`config.mk`:
```
export PLATFORM = sky130hd
export DESIGN_NAME = relay_encode
export DESIGN_NICKNAME = d
export VERILOG_FILES = /design/src/rtl/relay_pkg.sv /design/src/rtl/relay_pulse_qualifier.sv /design/src/rtl/relay_encode.sv
export SDC_FILE = /design/constraint.sdc
export NUM_CORES = 1
export LEC_CHECK = 0
export ABC_AREA = 1
export CAP_MARGIN = 20
export CORE_MARGIN = 2
export CORE_UTILIZATION = 35
export CTS_BUF_LIST = sky130_fd_sc_hd__clkbuf_16
export DETAILED_ROUTE_END_ITERATION = 16
export HOLD_SLACK_MARGIN = 0.15
export PLACE_DENSITY = 0.59
export SLEW_MARGIN = 30
export SYNTH_ARGS = -nofsm -noshare
export SYNTH_HDL_FRONTEND = slang
export SYNTH_SLANG_ARGS = --single-unit
```
`constraint.sdc`:
```
create_clock -name clk -period 4.5 [get_ports clk]
set_input_delay 0.45 -clock clk [delete_from_list [all_inputs] [get_ports clk]]
set_output_delay 0.45 -clock clk [all_outputs]
set_load 0.01 [all_outputs]
```
`src/rtl/relay_pkg.sv`:
```
// Shared constants, state encoding and helpers for the relay link encoder.
package relay_pkg;

  localparam int SAMPLES_PER_BIT  = 32;
  localparam int MIN_PULSE_READER = 4;
  localparam int MIN_PULSE_TAG    = 8;
  localparam int IDLE_SYMBOLS     = 8;

  localparam int SYM_CNT_W   = $clog2(SAMPLES_PER_BIT);
  localparam int WIDTH_CNT_W = 4;
  localparam int IDLE_CNT_W  = $clog2(IDLE_SYMBOLS + 1);

  typedef enum logic [0:0] {
    IDLE = 1'b0,
    SEND = 1'b1
  } state_t;

  // Minimum synchronised high time for a pulse, chosen by timing side.
  function automatic logic [WIDTH_CNT_W-1:0] min_pulse(input logic reader_timing);
    if (reader_timing) begin
      min_pulse = WIDTH_CNT_W'(MIN_PULSE_READER);
    end else begin
      min_pulse = WIDTH_CNT_W'(MIN_PULSE_TAG);
    end
  endfunction

endpackage

```
`src/rtl/relay_pulse_qualifier.sv`:
```
// Two-flop synchroniser plus pulse-width qualifier: one accept strobe per
// sufficiently long high pulse on the asynchronous data_in line.
module relay_pulse_qualifier
  import relay_pkg::*;
(
  input  logic clk,
  input  logic reset,
  input  logic data_in,
  input  logic reader_timing,
  output logic accept
);

  logic                   sync_1;
  logic                   sync_in;
  logic [WIDTH_CNT_W-1:0] width_cnt;

  // Bring data_in into the clk domain through two flops.
  always_ff @(posedge clk or negedge reset) begin
    if (!reset) begin
      sync_1  <= 1'b0;
      sync_in <= 1'b0;
    end else begin
      sync_1  <= data_in;
      sync_in <= sync_1;
    end
  end

  // Count consecutive high cycles seen before the current one; saturate at 15.
  always_ff @(posedge clk or negedge reset) begin
    if (!reset) begin
      width_cnt <= '0;
    end else if (!sync_in) begin
      width_cnt <= '0;
    end else if (width_cnt != 4'hF) begin
      width_cnt <= width_cnt + 4'd1;
    end else begin
      width_cnt <= width_cnt;
    end
  end

  // The running count reaches MIN on the cycle width_cnt holds MIN-1 while
  // still high; saturation keeps a long pulse from ever matching again.
  always_comb begin
    accept = 1'b0;
    if (sync_in && (width_cnt == (min_pulse(reader_timing) - 4'd1))) begin
      accept = 1'b1;
    end else begin
      accept = 1'b0;
    end
  end

endmodule

```
`src/rtl/relay_encode.sv`:
```
// Relay link encoder: turns qualified pulses into a symbol-aligned,
// oversampled serial stream framed by a run of trailing zero symbols.
module relay_encode
  import relay_pkg::*;
(
  input  logic clk,
  input  logic reset,
  input  logic mode,
  input  logic data_in,
  output logic data_out,
  output logic busy,
  output logic overflow
);

  state_t                 state;
  logic                   mode_lat;
  logic [SYM_CNT_W-1:0]   sym_cnt;
  logic                   pending;
  logic [IDLE_CNT_W-1:0]  idle_cnt;
  logic                   accept;
  logic                   reader_timing;
  logic                   boundary;
  logic                   next_sym;

  relay_pulse_qualifier u_qualifier (
    .clk           (clk),
    .reset         (reset),
    .data_in       (data_in),
    .reader_timing (reader_timing),
    .accept        (accept)
  );

  // Live mode sets the pulse threshold while idle; the latched copy holds for a frame.
  always_comb begin
    reader_timing = mode_lat;
    if (state == IDLE) begin
      reader_timing = mode;
    end else begin
      reader_timing = mode_lat;
    end
  end

  // Symbol boundary detection and the value of the symbol that follows it.
  always_comb begin
    boundary = (sym_cnt == SYM_CNT_W'(SAMPLES_PER_BIT - 1));
    next_sym = pending | accept;
  end

  // Frame FSM: data_out doubles as the current symbol register. idle_cnt
  // counts zero symbols already sent; the frame closes once IDLE_SYMBOLS of
  // them have gone out and another zero would follow.
  always_ff @(posedge clk or negedge reset) begin
    if (!reset) begin
      state    <= IDLE;
      mode_lat <= 1'b0;
      sym_cnt  <= '0;
      pending  <= 1'b0;
      idle_cnt <= '0;
      data_out <= 1'b0;
      busy     <= 1'b0;
      overflow <= 1'b0;
    end else begin
      case (state)
        IDLE: begin
          data_out <= 1'b0;
          busy     <= 1'b0;
          if (accept) begin
            mode_lat <= mode;
            data_out <= 1'b1;
            busy     <= 1'b1;
            sym_cnt  <= '0;
            idle_cnt <= '0;
            pending  <= 1'b0;
            state    <= SEND;
          end
        end
        SEND: begin
          if (boundary) begin
            sym_cnt <= '0;
            pending <= 1'b0;
            if (next_sym) begin
              data_out <= 1'b1;
              idle_cnt <= '0;
            end else if (idle_cnt == IDLE_CNT_W'(IDLE_SYMBOLS)) begin
              data_out <= 1'b0;
              busy     <= 1'b0;
              idle_cnt <= '0;
              state    <= IDLE;
            end else begin
              data_out <= 1'b0;
              idle_cnt <= idle_cnt + IDLE_CNT_W'(1);
            end
          end else begin
            sym_cnt <= sym_cnt + SYM_CNT_W'(1);
            if (accept) begin
              pending <= 1'b1;
              if (pending) begin
                overflow <= 1'b1;
              end
            end
          end
        end
        default: begin
          state    <= IDLE;
          data_out <= 1'b0;
          busy     <= 1'b0;
        end
      endcase
    end
  end

endmodule

```
==> results.tsv <==
stage	metric	value	unit
outcome	status	finished clean	
routing	post_drt_wl_per_cell	11.1	um
setup_path	slowest_stage	dfrtp_1	
synthesis	synth.cell_area	0.00114	mm^2
setup_path	cp-end-kind	register	
setup_path	rr_startpoint	sym_cnt[0]	
timing	worst_pin_slew	0.474	ns
clocking	root_buffer	clkbuf_16	
clocking	clk_latency	0.25	ns
timing	period_minus_slack	1.67	ns
flow_run	maxCapViolations	0	
timing	max_freq	597	MHz
routing	drcViolationCount	0	
global_route	antenna_found_initial	0	
floorplan	die_w	61.1	um
global_route	grt_usage	0.134	
synthesis	yosysWarnings	0	
pwr	p_sw_frac	0.207	
pwr	p_leak	0.000671	uW
layout	layout-drive-gt1-share	0.139	
clocking	cts_tree	yes	
timing	fin_ws	2.83	ns
pwr	pwr-share-comb	0.052	
routing	drt_iter0_markers	36	
setup_path	worst-r2r-cell-count	9	
floorplan	start_util	0.371	
synthesis	syn_avg_cell_area	8.91	um^2
setup_path	cp_max_fo	5	
synthesis	ys_types	22	
setup_path	worstSetupStartpoint	sym_cnt[0]	
layout	area_growth	15.7	%
global_route	grt_max_degree	22	
routing	wl	2.01	mm
synthesis	synth_edf_count	0	
clocking	cts-buffers-inserted	3	
synthesis	ys_ff_latch	21	
setup_path	critPathMaxStageDelay	0.43	ns
pwr	power	406	uW
synthesis	netlist_instances	128	
synthesis	ys_seq_area_frac	0.461	
synthesis	synth_top_area_frac	0.461	
place	io_buffers	6	
layout	final_cells	181	
floorplan	die-area	0.00373	mm^2
pwr	internal_power	322	uW
floorplan	fp.dieH	61.1	um
timing	post-route-period-util	0.372	
routing	vias_per_cell	4.61	
place	dp_hpwl	1.48	mm
setup_path	reg2reg_slack	2.83	ns
layout	fin_nets	147	
layout	antenna_cells	0	
clocking	ctsResizeCount	0	
clocking	cts_hold_buf	0	
setup_path	startpoint_type	register	
clocking	path_clk_slew	0.06	ns
global_route	grt_pass1_wl	3.71	mm
floorplan	io_pins	7	
clocking	clockBufferDepth	2	
setup_path	cp.arrival	1.87	ns
place	pre_cts_slack	2.75	ns
pwr	clock_power_share	0.457	
synthesis	synth.area.top_cells	dfrtp_1, nand2_1, ha_1	
pwr	p_seq_frac	0.491	
hold_path	hp-class	in2async	
pwr	ir_drop	0.204	mV
floorplan	num_rows	20	
setup_path	crit_buf_inv	1	
synthesis	dominantRegCellSynth	dfrtp_1	
place	placed_cells	177	
timing	rsz0062_at_grt	no	
setup_path	cp.required	4.69	ns
setup_path	timing.rr.end	idle_cnt[2]	
floorplan	core_area	0.00308	mm^2
setup_path	cpLargestDelayFamily	simple AND/OR/NAND/NOR gates	
clocking	post_cts_buffers	0	
setup_path	path_cells	ha_1 -> nand2_1 -> nor2_1 -> ha_1 -> nor2_1 -> inv_1 -> nand2_4 -> nand2_1 -> nand2_1	
timing	clock_skew	0.00168	ns
setup_path	critPathKind	reg2reg	
timing	tns	0	ns
synthesis	async_flop_share	1.00	
clocking	htreeDepth	1	
timing	setup-violations-final	0	
synthesis	synth_nets	137	
layout	post-route-util	0.429	
place	gp_congestion	0.869	
pwr	p_per_area	307	mW/mm^2
routing	drtPass1Iterations	4	
routing	detail-route-antenna-nets	0	
global_route	grt.overflow.total	0	
clocking	clkSinkCount	21	
timing	hold_viol	0	
setup_path	cp_common_cell	nand2_1	
global_route	grt_pass1_vias	848	
pwr	p_switching	84.0	uW
routing	dr_total_vias	835	
synthesis	synth_top_cell_by_area	dfrtp_1	
timing	slew_headroom	0.684	
timing	maxSlewViolCount	0	
==> worst max path at each step <==
stage	depth (start not counted)	endpoint
6_report	9	idle_cnt[2]
5_1_grt	9	busy
4_1_cts	9	idle_cnt[2]
3_5_place_dp	8	busy
3_3_place_gp	8	busy
2_1_floorplan	9	idle_cnt[2]
==> flip-flops by register name, indices dropped and copies added (netlist names) <==
name,cells
u_qualifier.width_cnt,4
u_qualifier.sync_1,1
sym_cnt,5
idle_cnt,4
mode_lat,1
data_out,1
overflow,1
u_qualifier.sync_in,1
pending,1
busy,1
state,1
==> worst register-to-register path: cells and delay by family, from the launching register on <==
family / cells / cell delay (ns)
AND/OR/NAND/NOR: 6 / 0.58
adder cells (fa/ha/maj): 2 / 0.45
flip-flops: 1 / 0.43
buffers and inverters: 1 / 0.14
==> Yosys cell counts (3+ instances only) <==
library cell  number
ha_1               5
nand4_1            4
a21oi_1            4
nand2_4            4
nand2_2            4
dfrtp_1           21
nand3_4            3
nand3_1           10
nand2_1           33
inv_1             16
nor2_1             8
o21ai_0            5
==> power groups by stage <==
stage	registers [uW]	clock network, uW	logic (uW)
4_1_cts	199	191	22.2
6_report	199	186	20.9
3_5_place_dp	202	0	22.1
2_1_floorplan	202	0	10.9
3_3_place_gp	202	0	21.2
5_1_grt	200	199	24.2
==> per-stage QoR <==
step	instance area (um^2)	hold slack (ns)
floorplan	1140	0.154
global placement	1240	0.338
detailed placement	1240	0.340
CTS	1330	0.353
global route	1320	0.191
finish	1320	0.149
==> layout by cell type, fill, tap and decap left out <==
cell type,n
a21oi_1,4
clkbuf_16,3
o21ai_0,5
nand2_1,33
nand2_2,4
xor2_1,1
dfrtp_1,21
clkinv_2,1
nand2_4,4
o21ai_1,1
clkdlybuf4s50_1,5
nor3_1,1
nor2_1,8
ha_1,5
nand4_2,1
inv_1,16
nand3_4,3
nor2_4,1
nand4_1,4
buf_2,1
o31ai_1,1
xnor2_1,1
inv_8,1
nand3_1,10
o21bai_1,2
==> logic make-up after synthesis <==
group / share of synthesized area
simple gates: 0.333
flops: 0.461
buf+inv: 0.0724
compound gates: 0.0636
fa+ha+maj: 0.0548
xor+xnor: 0.0154
==> final cells by class <==
class / instances / area (um^2)
Clock inverter: 1 / 5.00
Fill cell: 303 / 1760
Inverter: 17 / 71.3
Tap cell: 44 / 55.1
Clock buffer: 3 / 75.1
Timing Repair Buffer: 6 / 55.1
Multi-Input combinational cell: 89 / 533
Sequential cell: 21 / 526
==> routing by layer <==
layer  GRT usage  vias up  share of wire
met4      0.0528        0          0.012
met2       0.211       17           0.47
met1       0.173      390           0.48
met3      0.0399        2          0.039
met5           0        -              0
li1            -      426              -
(Power assumes the default switching activity.)
